==> config.mk <==
export PLATFORM = sky130hd
export DESIGN_NAME = alu_wb_stage
export DESIGN_NICKNAME = d
export VERILOG_FILES = /design/src/rtl/alu_wb_stage.sv
export SDC_FILE = /design/constraint.sdc
export NUM_CORES = 1
export LEC_CHECK = 0
export CAP_MARGIN = 25
export CORE_MARGIN = 8
export CORE_UTILIZATION = 35
export DETAILED_ROUTE_END_ITERATION = 8
export PLACE_DENSITY = 0.59
export RECOVER_POWER = 25
export SYNTH_ARGS = -nofsm -noshare
export SYNTH_HDL_FRONTEND = slang
export SYNTH_SLANG_ARGS = --single-unit
==> constraint.sdc <==
create_clock -name i_clk -period 3.6 [get_ports i_clk]
set_input_delay 0.72 -clock i_clk [delete_from_list [all_inputs] [get_ports i_clk]]
set_output_delay 0.72 -clock i_clk [all_outputs]
set_load 0.1 [all_outputs]
==> src/rtl/alu_wb_stage.sv <==
// alu_wb_stage: aligns ALU results with late status flags, resolves branches, emits writeback beats
module alu_wb_stage #(
    parameter int WIDTH = 32,
    parameter int RD_W  = 5,
    parameter int Z_IDX = 0,
    parameter int N_IDX = 1,
    parameter int C_IDX = 2
) (
    input  logic             i_clk,
    input  logic             i_rst,
    input  logic             i_valid,
    output logic             o_ready,
    input  logic [WIDTH-1:0] i_alu_r,
    input  logic [2:0]       i_stats,
    input  logic [RD_W-1:0]  i_rd,
    input  logic             i_wr_en,
    input  logic             i_is_br,
    input  logic [2:0]       i_cond,
    input  logic [WIDTH-1:0] i_target,
    output logic             o_wb_valid,
    input  logic             i_wb_ready,
    output logic             o_wb_en,
    output logic [RD_W-1:0]  o_wb_rd,
    output logic [WIDTH-1:0] o_wb_data,
    output logic             o_br_valid,
    output logic [WIDTH-1:0] o_br_target,
    output logic             o_flush
);
    logic             s1_valid;
    logic             s1_fpend;
    logic             s1_wr_en;
    logic             s1_is_br;
    logic [WIDTH-1:0] s1_r;
    logic [WIDTH-1:0] s1_target;
    logic [RD_W-1:0]  s1_rd;
    logic [2:0]       s1_cond;
    logic [2:0]       s1_flags;
    logic [2:0]       flags;
    logic             adv;
    logic             accept;
    logic             hit;
    logic             take;

    // Flags come live from i_stats during the flag cycle, else from the held copy; cond[0] inverts the test
    always_comb begin
        flags   = s1_fpend ? i_stats : s1_flags;
        adv     = s1_valid && (!o_wb_valid || i_wb_ready);
        o_ready = !s1_valid || adv;
        accept  = i_valid && o_ready;
        hit     = (s1_cond[2:1] == 2'd0) ? 1'b0 :
                  (s1_cond[2:1] == 2'd1) ? flags[Z_IDX] :
                  (s1_cond[2:1] == 2'd2) ? flags[N_IDX] : flags[C_IDX];
        take    = adv && s1_is_br && (hit ^ s1_cond[0]);
    end

    // S1 occupancy; a taken branch leaving S1 drops whatever is accepted alongside it
    always_ff @(posedge i_clk or negedge i_rst) begin
        if (!i_rst) begin
            s1_valid <= 1'b0;
            s1_fpend <= 1'b0;
        end else begin
            s1_valid <= (accept && !take) || (s1_valid && !adv);
            s1_fpend <= accept && !take;
        end
    end

    // S1 payload, plus the one-shot capture of flags in the cycle after accept
    always_ff @(posedge i_clk) begin
        if (accept) begin
            s1_r      <= i_alu_r;
            s1_rd     <= i_rd;
            s1_wr_en  <= i_wr_en;
            s1_is_br  <= i_is_br;
            s1_cond   <= i_cond;
            s1_target <= i_target;
        end
        if (s1_fpend)
            s1_flags <= i_stats;
    end

    // S2 writeback register and single-cycle redirect pulse
    always_ff @(posedge i_clk or negedge i_rst) begin
        if (!i_rst) begin
            o_wb_valid  <= 1'b0;
            o_wb_en     <= 1'b0;
            o_wb_rd     <= '0;
            o_wb_data   <= '0;
            o_br_valid  <= 1'b0;
            o_br_target <= '0;
            o_flush     <= 1'b0;
        end else begin
            o_br_valid <= take;
            o_flush    <= take;
            if (take)
                o_br_target <= s1_target;
            if (adv) begin
                o_wb_valid <= 1'b1;
                o_wb_en    <= s1_wr_en && (s1_rd != '0);
                o_wb_rd    <= s1_rd;
                o_wb_data  <= s1_r;
            end else if (i_wb_ready) begin
                o_wb_valid <= 1'b0;
                o_wb_en    <= 1'b0;
            end
        end
    end
endmodule
-- Yosys cells after proc, flatten, opt, wreduce, memory -nomap -nowiden
Cells that the tools add are included.
- bits of input ports: 81
- flip-flop bits (word level): 151
- output and inout port bits: 74
- eq/ne operators: 2
- multiplexer cells: 7
- reduce and logical (&&, ||, !) cells: 17
- bitwise logic cells: 1
- operators with widths (kind ; number):
    logical AND 1 bit ; 7
    2-to-1 mux 1 bit ; 6
    nonzero test 5 bit ; 1
    zero test 1 bit ; 4
    logical OR 1 bit ; 3
    2-to-1 mux 3 bit ; 1
    == test 2 x 1 -> 1 bit (second input constant) ; 1
    == test 2 bit (second input constant) ; 1
    zero test 2 bit ; 1
    nonzero test 2 bit ; 1
    bitwise XOR 1 bit ; 1

-- Logic depth before layout (Yosys ltp)
- word-level depth: 9
- gate-level depth with buffers: 7
- mapped depth without buffers: 5

-- Worst setup path after synthesis
No wires, ideal clock.
- path type: reg-to-reg
- start point: register o_wb_valid
- end point: register s1_cond[0] (enable)
- setup slack: -0.839 ns
- cell stages (with the launch flop): 7
- arrival time: 3.999 ns
- setup time: 0.440 ns
- path buffers: 3
- cell sequence: dfrtp_1 nor2b_1 clkbuf_1 buf_2 buf_2 nand2_1 and2_1
- longest elaborated chain between the ends: 5
- RTL lines (element ; RTL line ; RTL):
    from (decl) ; 20 ; output logic o_wb_valid,
    from (signal assigned) ; 84 ; o_wb_valid <= 1'b0;
    from (signal assigned) ; 97 ; o_wb_valid <= 1'b1;
    from (signal assigned) ; 102 ; o_wb_valid <= 1'b0;
    zero test 1 bit ; 47 ; adv = s1_valid && (!o_wb_valid || i_wb_ready);
    logical OR 1 bit ; 47 ;
    logical AND 1 bit ; 47 ;
    logical OR 1 bit ; 48 ; o_ready = !s1_valid || adv;
    net o_ready ; 12 ; output logic o_ready,
    logical AND 1 bit ; 49 ; accept = i_valid && o_ready;
    net accept ; 40 ; logic accept;
    to (signal assigned) ; 74 ; s1_cond <= i_cond;
    to (decl) ; 36 ; logic [2:0] s1_cond;
The timed path passes the listed nets, and every way through them passes these cells.
A chain may end at the register's enable or synchronous reset.

-- Final worst setup path
- start point: register o_br_target[12]
- end point: output port o_br_target[12]
- RTL lines (element ; RTL line ; RTL):
    from (decl) ; 26 ; output logic [WIDTH-1:0] o_br_target,
    from (signal assigned) ; 95 ; o_br_target <= s1_target;
No word-level cell between the ends.

==> impl_metrics.toml <==
[power_and_ir_drop]
swShare = 0.453
p_per_area_nw_per_um2 = 747
pwr-share-clk = 0.253
cellLeakagePower_nw = 3.61
p_switching_mw = 3.41
comb_power_share = 0.434
peakVddDrop_mv = 0.539
p_int_mw = 4.11
seqPwrFrac = 0.313

[placed_design]
port_buffers = 154
hpwl_mm = 13.7
gp_congestion = 0.740
place_inst = 1018
dpl_cell_area_sq_um = 9470
preCtsSetupSlack_ns = 0.633

[clock_tree]
holdBufCountCts = 0
cts_resized = 0
clockBufferDepth = 2
clock-root-buffer = "clkbuf_16"
clock_sinks = 151
cts_setup_buffers = 0
numCtsBuffers = 17
worstSkewPairLatency_ns = 0.43
htreeDepth = 4
cts_tree = "yes"
cts.reportedPaths.clkPinSlew_ns = 0.07

[logic_synthesis]
ys_types = 31
synth_cells = 637
synth_area_leaders = "edfxtp_1, dfrtp_1, mux2_2"
synth_top_area_share = 0.288
synth_edf_count = 74
syn_avg_cell_area_sq_um = 12.1
syn_area_sq_um = 7720
synthArstFlopShare = 0.490
ys_ff_latch = 151
ys_seq_area_frac = 0.535
synthFlopType = "edfxtp_1"
yosys_warnings = 0
synth_fp_nets = 718
synth_area_leader_cell = "edfxtp_1"
yosys-top-cells-count = "dfrtp_1, edfxtp_1, mux2_2, nand2_1, clkbuf_1"

[timing]
final_max_slew_viol_count = 61
fin_crit_sh = 0.767
timing.fmax_ghz = 0.362
setup_viol = 0
whs_ns = 0.420
setup_ws_ns = 0.838
final_hold_viol_count = 0
tns_ns = 0
finClkSkew_ns = 0.0103
min_period_ns = 2.76
worst_pin_slew_ns = 1.61
relSlewSlack = -0.0749
rsz0062_at_grt = "false"

[detailed_routing]
first_iter_violations = 380
wl_met3_mm = 2.08
post-route-drc-count = 0
avgRoutedWirePerCell_microns = 20.6
avgViaCountPerCell = 5.61
top_layer = "met5"
vias = 5891
wl_met2_mm = 10.2
wirelength_mm = 21.6
m1WireLength_mm = 8.99
detail-route-antenna-nets = 0
drtPass1Iterations = 5

[finish]
finalNonFillerCells = 1050
syn_to_final_growth_pct = 30.4
nNetsFinal = 838
n_antenna_cell = 0
stdcell_area_sq_um = 10100
multi_input_area_sq_um = 3270
fillerInstances = 1969
drive_above_1_share = 0.223
seq_area_sq_um = 4130

[setup_path]
critPathMaxStageDelay_ns = 1.17
path_buf_inv = 1
crit_path_max_fanout = 4
cp-start-kind = "flop"
arrival_ns = 2.04
crit_slowest_cell = "clkdlybuf4s50_1"
crit_family = "buffers and inverters"
end_kind = "output port"
crit_required_ns = 2.88
path_cells = "clkdlybuf4s50_1"
worst-setup-path-type = "reg2out"

[global_route]
antenna_found_initial = 3
gr-total-overflow = 0
grt_pass1_wl_mm = 34.3
grt_pass1_vias = 6229
grt_max_degree = 131
grt_use_total = 0.161

[floorplan]
fp.dieW_microns = 165
die_h_microns = 165
placementRows = 54
die_area_sq_um = 27100
pin_count = 155
start_util = 0.355
core_sq_um = 21800

[run_status]
run_status = "complete, but fails checks"
violations = "capacitance limit, slew limit"

[min_path]
holdCritPathClass = "in2async"

[job]
maxCapViolCount = 1
## layout by cell type, fill, tap and decap left out, types with 6 or more instances in the layout
cell and instances:
nand3_1 32, nor3_1 33, a2111oi_0 32, inv_8 6
mux2_2 71, dfrtp_1 74, buf_4 20, nor4b_1 32
edfxtp_1 74, o21ai_0 34, clkbuf_16 17, a221oi_2 30
dlygate4sd3_1 19, nor2b_1 33, mux2i_1 32, clkdlybuf4s50_1 123
nand2_1 66
## layout make-up
type                            instances  area share
Timing Repair Buffer                  169       0.167
Clock inverter                         15      0.0199
Multi-Input combinational cell        417       0.325
Clock buffer                           17      0.0423
Inverter                                1    0.000621
Tap cell                              280      0.0348
Sequential cell                       151       0.411
## through the flow
step	utilization	total power, mW
6_report	0.463	7.52
5_1_grt	0.463	7.83
4_1_cts	0.464	7.60
2_1_floorplan	-	4.82
3_3_place_gp	0.433	5.59
3_5_place_dp	0.435	5.68
## path summary, 6_finish.rpt
check / start / to / slack [ns] / cells past startpoint
setup / recovery: o_br_target[12] / o_br_target[12] / 0.84 / 1
hold / removal: i_rst / o_br_target[10] / 0.42 / 1
setup reg to reg: s1_fpend / o_br_target[8] / 1.20 / 5
hold reg to reg: s1_r[30] / o_wb_data[30] / 0.48 / 1
max in group asynchronous: i_rst / o_wb_data[8] / 1.06 / 2
min in group i_clk: s1_r[30] / o_wb_data[30] / 0.48 / 1
## routing by layer
| metal | GRT usage | vias up |
|---|---|---|
| li1 | - | 2672 |
| met1 | 0.194 | 2957 |
| met2 | 0.256 | 222 |
| met3 | 0.0698 | 34 |
| met4 | 0.0487 | 6 |
| met5 | 0 | - |
## flip-flops by register name (all words and copies together) (netlist names)
name and count:
o_br_target 32, s1_valid 1, s1_target 32, s1_wr_en 1
o_wb_en 1, s1_cond 3, o_flush 1, s1_r 32
s1_rd 5, s1_flags 3, o_wb_data 32, o_wb_valid 1
s1_fpend 1, o_wb_rd 5, s1_is_br 1
## power groups by stage
stage	combinational [mW]	sequential, mW	clock, mW
finish	3.26	2.36	1.90
global route	3.40	2.40	2.03
CTS	3.30	2.36	1.94
detailed placement	3.29	2.39	0
global placement	3.22	2.38	0
floorplan	0.917	3.91	0
## cell families (layout without fill, tap and decap cells)
family / after synthesis / in the layout / share of synthesized area
multiplexers: 104 / 104 / 0.146
AND/OR/NAND/NOR: 212 / 212 / 0.150
buffers and inverters: 69 / 202 / 0.0462
flip-flops: 151 / 151 / 0.535
AO/OA/AOI/OAI: 101 / 101 / 0.122
Power figures use the tool's default switching activity.
